<file path="src/rtl/video_bus_arbiter.sv">
// video_bus_arbiter
//   Arbitrates NREQ write requesters onto a single registered video bus.
//   Requesters are served round-robin. The owner of a grant keeps the bus
//   for up to BURST consecutive writes. Frame-buffer writes (addr bit 20 set)
//   can be held back until vertical blanking.
//
// Ports
//   clk_sys        in   system clock, rising edge
//   reset_sys_n    in   asynchronous active-low reset
//   req_valid      in   [NREQ]       per-requester write request
//   req_ready      out  [NREQ]       per-requester grant (combinational)
//   req_addr       in   [NREQ][21]   per-requester video word address
//   req_data       in   [NREQ][32]   per-requester write data
//   vblank         in   1 while the raster is outside the visible area
//   fb_defer_en    in   1 holds frame-buffer writes until blanking
//   video_cs       out  bus chip select (registered)
//   video_wr       out  bus write strobe (registered)
//   video_addr     out  [21] bus word address (registered)
//   video_wr_data  out  [32] bus write data (registered)
//   grant_id       out  [2] index of the last granted requester (registered)

module video_bus_arbiter #(
  parameter int NREQ  = 3,   // 2..4
  parameter int BURST = 4    // 1..15
) (
  input  logic                   clk_sys,
  input  logic                   reset_sys_n,
  input  logic [NREQ-1:0]        req_valid,
  output logic [NREQ-1:0]        req_ready,
  input  logic [NREQ-1:0][20:0]  req_addr,
  input  logic [NREQ-1:0][31:0]  req_data,
  input  logic                   vblank,
  input  logic                   fb_defer_en,
  output logic                   video_cs,
  output logic                   video_wr,
  output logic [20:0]            video_addr,
  output logic [31:0]            video_wr_data,
  output logic [1:0]             grant_id
);

  typedef enum logic {
    ST_IDLE = 1'b0,
    ST_HOLD = 1'b1
  } state_e;

  localparam logic [3:0] BURST_MAX = 4'(BURST);
  localparam logic [2:0] NREQ_W    = 3'(NREQ);

  state_e      state_q,     state_d;
  logic [1:0]  rr_ptr_q,    rr_ptr_d;
  logic [1:0]  owner_q,     owner_d;
  logic [3:0]  burst_cnt_q, burst_cnt_d;

  logic        video_cs_q,      video_cs_d;
  logic        video_wr_q,      video_wr_d;
  logic [20:0] video_addr_q,    video_addr_d;
  logic [31:0] video_wr_data_q, video_wr_data_d;
  logic [1:0]  grant_id_q,      grant_id_d;

  logic [NREQ-1:0] elig;
  logic [3:0]      elig_ext;     // padded to 4 so 2-bit indices are always in range
  logic            keep_owner;
  logic [1:0]      search_start;
  logic [2:0]      idx;
  logic            found;
  logic [1:0]      pick;
  logic            grant_any;
  logic [1:0]      grant_idx;
  logic [NREQ-1:0] grant_oh;
  logic            transfer;
  logic [20:0]     sel_addr;
  logic [31:0]     sel_data;

  function automatic logic [1:0] wrap_inc(input logic [1:0] p);
    if ({1'b0, p} == NREQ_W - 3'd1) return 2'd0;
    return p + 2'd1;
  endfunction

  // A frame-buffer write is held back only while deferral is on and the
  // raster is visible; slot-register writes (bit 20 clear) always pass.
  // NOTE: every always_comb output gets a default first, so no path leaves
  // a signal unassigned and no latch is inferred.
  always_comb begin
    elig = '0;
    for (int i = 0; i < NREQ; i++) begin
      elig[i] = req_valid[i] & ~(fb_defer_en & req_addr[i][20] & ~vblank);
    end
  end

  assign elig_ext = 4'(elig);

  // The owner keeps the bus while it is eligible and has burst budget left.
  // Otherwise a round-robin search runs. In HOLD it starts just past the
  // owner, which is the rr_ptr value that HOLD exit loads. The search wraps,
  // so an exhausted owner that is the only eligible requester is regranted
  // as a fresh burst.
  always_comb begin
    keep_owner   = (state_q == ST_HOLD) && elig_ext[owner_q] &&
                   (burst_cnt_q < BURST_MAX);
    search_start = (state_q == ST_HOLD) ? wrap_inc(owner_q) : rr_ptr_q;
    found        = 1'b0;
    pick         = search_start;
    idx          = '0;
    for (int k = 0; k < NREQ; k++) begin
      idx = {1'b0, search_start} + 3'(k);
      if (idx >= NREQ_W) idx = idx - NREQ_W;
      if (!found && elig_ext[idx[1:0]]) begin
        found = 1'b1;
        pick  = idx[1:0];
      end
    end
    if (keep_owner) begin
      grant_any = 1'b1;
      grant_idx = owner_q;
    end else begin
      grant_any = found;
      grant_idx = pick;
    end
  end

  // Grants are gated by reset so req_ready is 0 while reset is held.
  always_comb begin
    grant_oh = '0;
    sel_addr = '0;
    sel_data = '0;
    for (int i = 0; i < NREQ; i++) begin
      if (grant_any && reset_sys_n && (grant_idx == 2'(i))) begin
        grant_oh[i] = 1'b1;
        sel_addr    = req_addr[i];
        sel_data    = req_data[i];
      end
    end
  end

  assign req_ready = grant_oh;
  assign transfer  = |grant_oh;   // a grant only goes to a valid requester

  // Arbitration state
  always_comb begin
    state_d     = state_q;
    rr_ptr_d    = rr_ptr_q;
    owner_d     = owner_q;
    burst_cnt_d = burst_cnt_q;
    if (keep_owner) begin
      burst_cnt_d = (burst_cnt_q == BURST_MAX) ? BURST_MAX : burst_cnt_q + 4'd1;
    end else begin
      if (state_q == ST_HOLD) rr_ptr_d = search_start;
      if (found) begin
        state_d     = ST_HOLD;
        owner_d     = pick;
        burst_cnt_d = 4'd1;
      end else begin
        state_d     = ST_IDLE;
        burst_cnt_d = '0;
      end
    end
  end

  // Bus register inputs: strobes follow the transfer, data fields hold when idle.
  always_comb begin
    video_cs_d      = transfer;
    video_wr_d      = transfer;
    video_addr_d    = video_addr_q;
    video_wr_data_d = video_wr_data_q;
    grant_id_d      = grant_id_q;
    if (transfer) begin
      video_addr_d    = sel_addr;
      video_wr_data_d = sel_data;
      grant_id_d      = grant_idx;
    end
  end

  // NOTE: sequential state uses non-blocking assignments only, so every flop
  // samples pre-edge values regardless of statement order.
  always_ff @(posedge clk_sys or negedge reset_sys_n) begin
    if (!reset_sys_n) begin
      state_q         <= ST_IDLE;
      rr_ptr_q        <= '0;
      owner_q         <= '0;
      burst_cnt_q     <= '0;
      video_cs_q      <= 1'b0;
      video_wr_q      <= 1'b0;
      video_addr_q    <= '0;
      video_wr_data_q <= '0;
      grant_id_q      <= '0;
    end else begin
      state_q         <= state_d;
      rr_ptr_q        <= rr_ptr_d;
      owner_q         <= owner_d;
      burst_cnt_q     <= burst_cnt_d;
      video_cs_q      <= video_cs_d;
      video_wr_q      <= video_wr_d;
      video_addr_q    <= video_addr_d;
      video_wr_data_q <= video_wr_data_d;
      grant_id_q      <= grant_id_d;
    end
  end

  assign video_cs      = video_cs_q;
  assign video_wr      = video_wr_q;
  assign video_addr    = video_addr_q;
  assign video_wr_data = video_wr_data_q;
  assign grant_id      = grant_id_q;

endmodule

</file>
<file path="config.mk">
export PLATFORM = sky130hd
export DESIGN_NAME = video_bus_arbiter
export DESIGN_NICKNAME = d
export VERILOG_FILES = /design/src/rtl/video_bus_arbiter.sv
export SDC_FILE = /design/constraint.sdc
export NUM_CORES = 1
export LEC_CHECK = 0
export ABC_AREA = 1
export CAP_MARGIN = 20
export CORE_MARGIN = 8
export CORE_UTILIZATION = 40
export CTS_BUF_LIST = sky130_fd_sc_hd__clkbuf_8
export DETAILED_ROUTE_END_ITERATION = 12
export PLACE_DENSITY = 0.9
export SETUP_SLACK_MARGIN = 0.15
export SLEW_MARGIN = 20
export SYNTH_ARGS = -nofsm -noshare
export SYNTH_HDL_FRONTEND = slang
export SYNTH_SLANG_ARGS = --single-unit
</file>
<file path="constraint.sdc">
create_clock -name clk_sys -period 6.35 [get_ports clk_sys]
set_input_delay 0.635 -clock clk_sys [delete_from_list [all_inputs] [get_ports clk_sys]]
set_output_delay 0.635 -clock clk_sys [all_outputs]
set_load 0.03 [all_outputs]
</file>
==> summary.md <==
| Metric | Value |
|---|---|
| Status | `finished clean` |
| Max IR drop VDD | `around 0.48 mV` |
| Max FO, Critical Path | `56` |
| Vias post-DR | `4562` |
| Max-slew violation count | `0` |
| Max-Cap Viols | `0` |
| Initial core utilization | `40.4%` |
| Drt initial violations | `354` |
| CP required | `approximately 5700 ps` |
| Worst EP arrival | `4430 ps` |
| Critical Path End Type | `output pin` |
| Reg2reg setup slack | `2730 ps` |
| Most frequent cells in the layout | `224 x clkdlybuf4s50_1, 147 x nand2_1, 107 x nand4_1` |
| Largest net degree at the start of global routing | `roughly 110` |
| Hpwl dp | `10700 um` |
| Post-cts resize count | `0` |
| Critical path class | `register to output pin` |
| Post-route ant nets | `0` |
| Most frequent CP cell | `nand2_1` |
| Avg WL per Cell | `17.5 um` |
| Clock Tree Buf Depth | `2` |
| Skew final | `between 20 and 25 ps` |
| Post-CTS Setup Repair Bufs | `0` |
| Final design utilization | `65.3%` |
| Chip Height | `roughly 110 um` |
| Worst reg2reg path endpoint | `video_wr_data[3]` |
| CTS sink count | `65` |
| Routed vias/inst | `5.43` |
| Vias in the first global route | `4704` |
| First-pass GRT wire length | `23000 um` |
| Final Hold Viols | `0` |
| Number of cells on the critical path | `15` |
| Power per cell area | `657 nW/um^2` |
| CP Buf/Inv Count | `4` |
| Leakage power | `2.64 nW` |
| Inserted Clock Buffers | `9` |
| PortBufs | `225` |
| Peak per-stage delay on the critical path | `around 810 ps` |
| Grt total ovfl | `0` |
| CP top delay family | `simple AND/OR/NAND/NOR gates` |
| Initial antenna violation count | `0` |
| Final setup fails | `0` |
| Die W | `114 um` |
| Post-Route Setup TNS | `0 ps` |
| Pin slew with the least headroom to its limit | `1090 ps` |
| RSZ-0062 raised after global routing | `false` |
| GRT Overall Usage | `roughly 22%` |
| Routed wire length | `14700 um` |
| P&R area growth vs syn | `61.8%` |
| I/O Pins | `226` |
| H-tree levels | `3` |
| CTS root buffer | `clkbuf_8` |
| Die area | `between 10000 and 15000 um^2` |
| CTS tree | `yes` |
| Tmin final | `around 5100 ps` |
| Synthesized instance count | `501` |
| Reg2Reg Depth | `16` |
| N_diodes | `0` |
| Post-CTS Hold Fix Bufs | `0` |
| Worst hold path class | `primary input to asynchronous set/reset pin` |
| #FFs+latches synth | `65` |
| Routability cong. | `0.857` |
| Period utilization | `79.7%` |
| Critical-path top delay cell | `clkdlybuf4s50_1` |
| CTS clk-pin slew, worst paths | `90 ps` |
| Layout cell share with drive strength beyond 1 | `5.94%` |
| Fmax | `198 MHz` |
| Relative slew slack | `between 20% and 30%` |
| Nets | `872` |
| Synth cell types | `29` |
| Syn nets | `around 670` |
| 1st-pass router iterations | `6` |
| Core ar. | `9590 um^2` |
| Synth warnings | `0` |
| DRC | `0` |
| Post-Syn Area | `3870 um^2` |
| Cell Chain, Critical Path | `inv_2, nand2_1, nand2_1, ha_1, inv_1, nand3_1, nand2_1, a21oi_1, inv_1, nor2_2, nand2_1, nand3_2, nand2_4, nor2_8, clkdlybuf4s50_1` |
| Sequential-to-total area share from yosys stat | `a little over two fifths` |
| Reg2reg start | `state_q` |
| Critical Path Start Type | `register` |
| Clock latency on the worst-skew pair | `340 ps` |
| Syn_area_per_cell | `a little under 8 um^2` |
| Commonest non-fill, non-tap cell in the layout | `clkdlybuf4s50_1` |
| Placement Rows | `36` |
how the worst max path moves through the flow:
stage | from | to | slack, ps
6_report | state_q | req_ready[1] | 1290
5_1_grt | state_q | req_ready[1] | 960
4_1_cts | state_q | req_ready[1] | 1320
3_5_place_dp | vblank | req_ready[1] | 1470
3_3_place_gp | vblank | req_ready[1] | 1520
2_1_floorplan | owner_q[0] | req_ready[0] | 3130
worst register-to-register path, delay by kind of cell (launching register included):
family          cells  cell delay (ps)
buf+inv             3              260
fa+ha+maj           1              350
simple gates       11             2180
compound gates      1              300
flops               1              450
state kept, by name, summed over array words and instances (netlist names):
| name | flops |
|---|---|
| video_wr | 1 |
| video_wr_data | 32 |
| rr_ptr_q | 2 |
| video_addr | 21 |
| owner_q | 2 |
| burst_cnt_q | 4 |
| state_q | 1 |
| grant_id | 2 |
stage by stage:
step | instance area, um^2 | setup WS (ps) | instances | hold slack, ps | power [W]
4_1_cts | 6270 | 1320 | 840 | 493 | 0.00414
2_1_floorplan | 3870 | 3130 | 501 | 339 | 0.00295
3_5_place_dp | 6090 | 1470 | 824 | 473 | 0.00381
3_3_place_gp | 6090 | 1520 | 824 | 465 | 0.00374
5_1_grt | 6270 | 958 | 840 | 534 | 0.00443
6_report | 6270 | 1290 | 840 | 471 | 0.00412
layout make-up:
class | instances | area (um^2)
fillers | 819 | 3330
flip-flops and latches | 65 | 1630
clock buffers | 10 | 138
inverters | 24 | 92.6
well taps | 133 | 166
clock inverters | 6 | 41.3
multi-input cells | 373 | 1930
repair buffers | 229 | 2280
Yosys cell counts, drive strengths merged:
library cell    n  area [um^2]
buf            32          205
dfrtp          65         1630
nor2           11         60.1
ha              4         50.1
a21oi           6         30.0
nand2         158          647
clkbuf          7         26.3
xnor2           1         8.76
or2             1         6.26
inv            24         92.6
conb            1         3.75
nand3          76          390
nand4         108          682
nor3            1         5.00
o21ai           6         41.3
cells by family after synthesis:
logic type                 after synthesis  synth area share (%)
AOI/OAI and AO/OA                       12                  1.84
adders and majority gates                4                  1.29
other                                    1                0.0968
and+or+nand+nor                        355                  46.2
DFF                                     65                  42.0
xor gates and xnor gates                 1                 0.226
buffers and inverters                   63                  8.36
power breakdown:
part	switching [W]	leakage (nW)	internal, W
combinational	0.00206	1.76	0.000975
clock	0.000171	0.0905	0.000153
sequential	0.000118	0.795	0.000648
layer usage:
metal	GRT usage (%)	wire length, um	vias up
met4	8.43	322	0
met2	38.3	7420	222
met5	0	0	-
met3	7.12	1450	28
met1	23.5	5520	2156
li1	-	-	2156
Power figures use the tool's default switching activity.
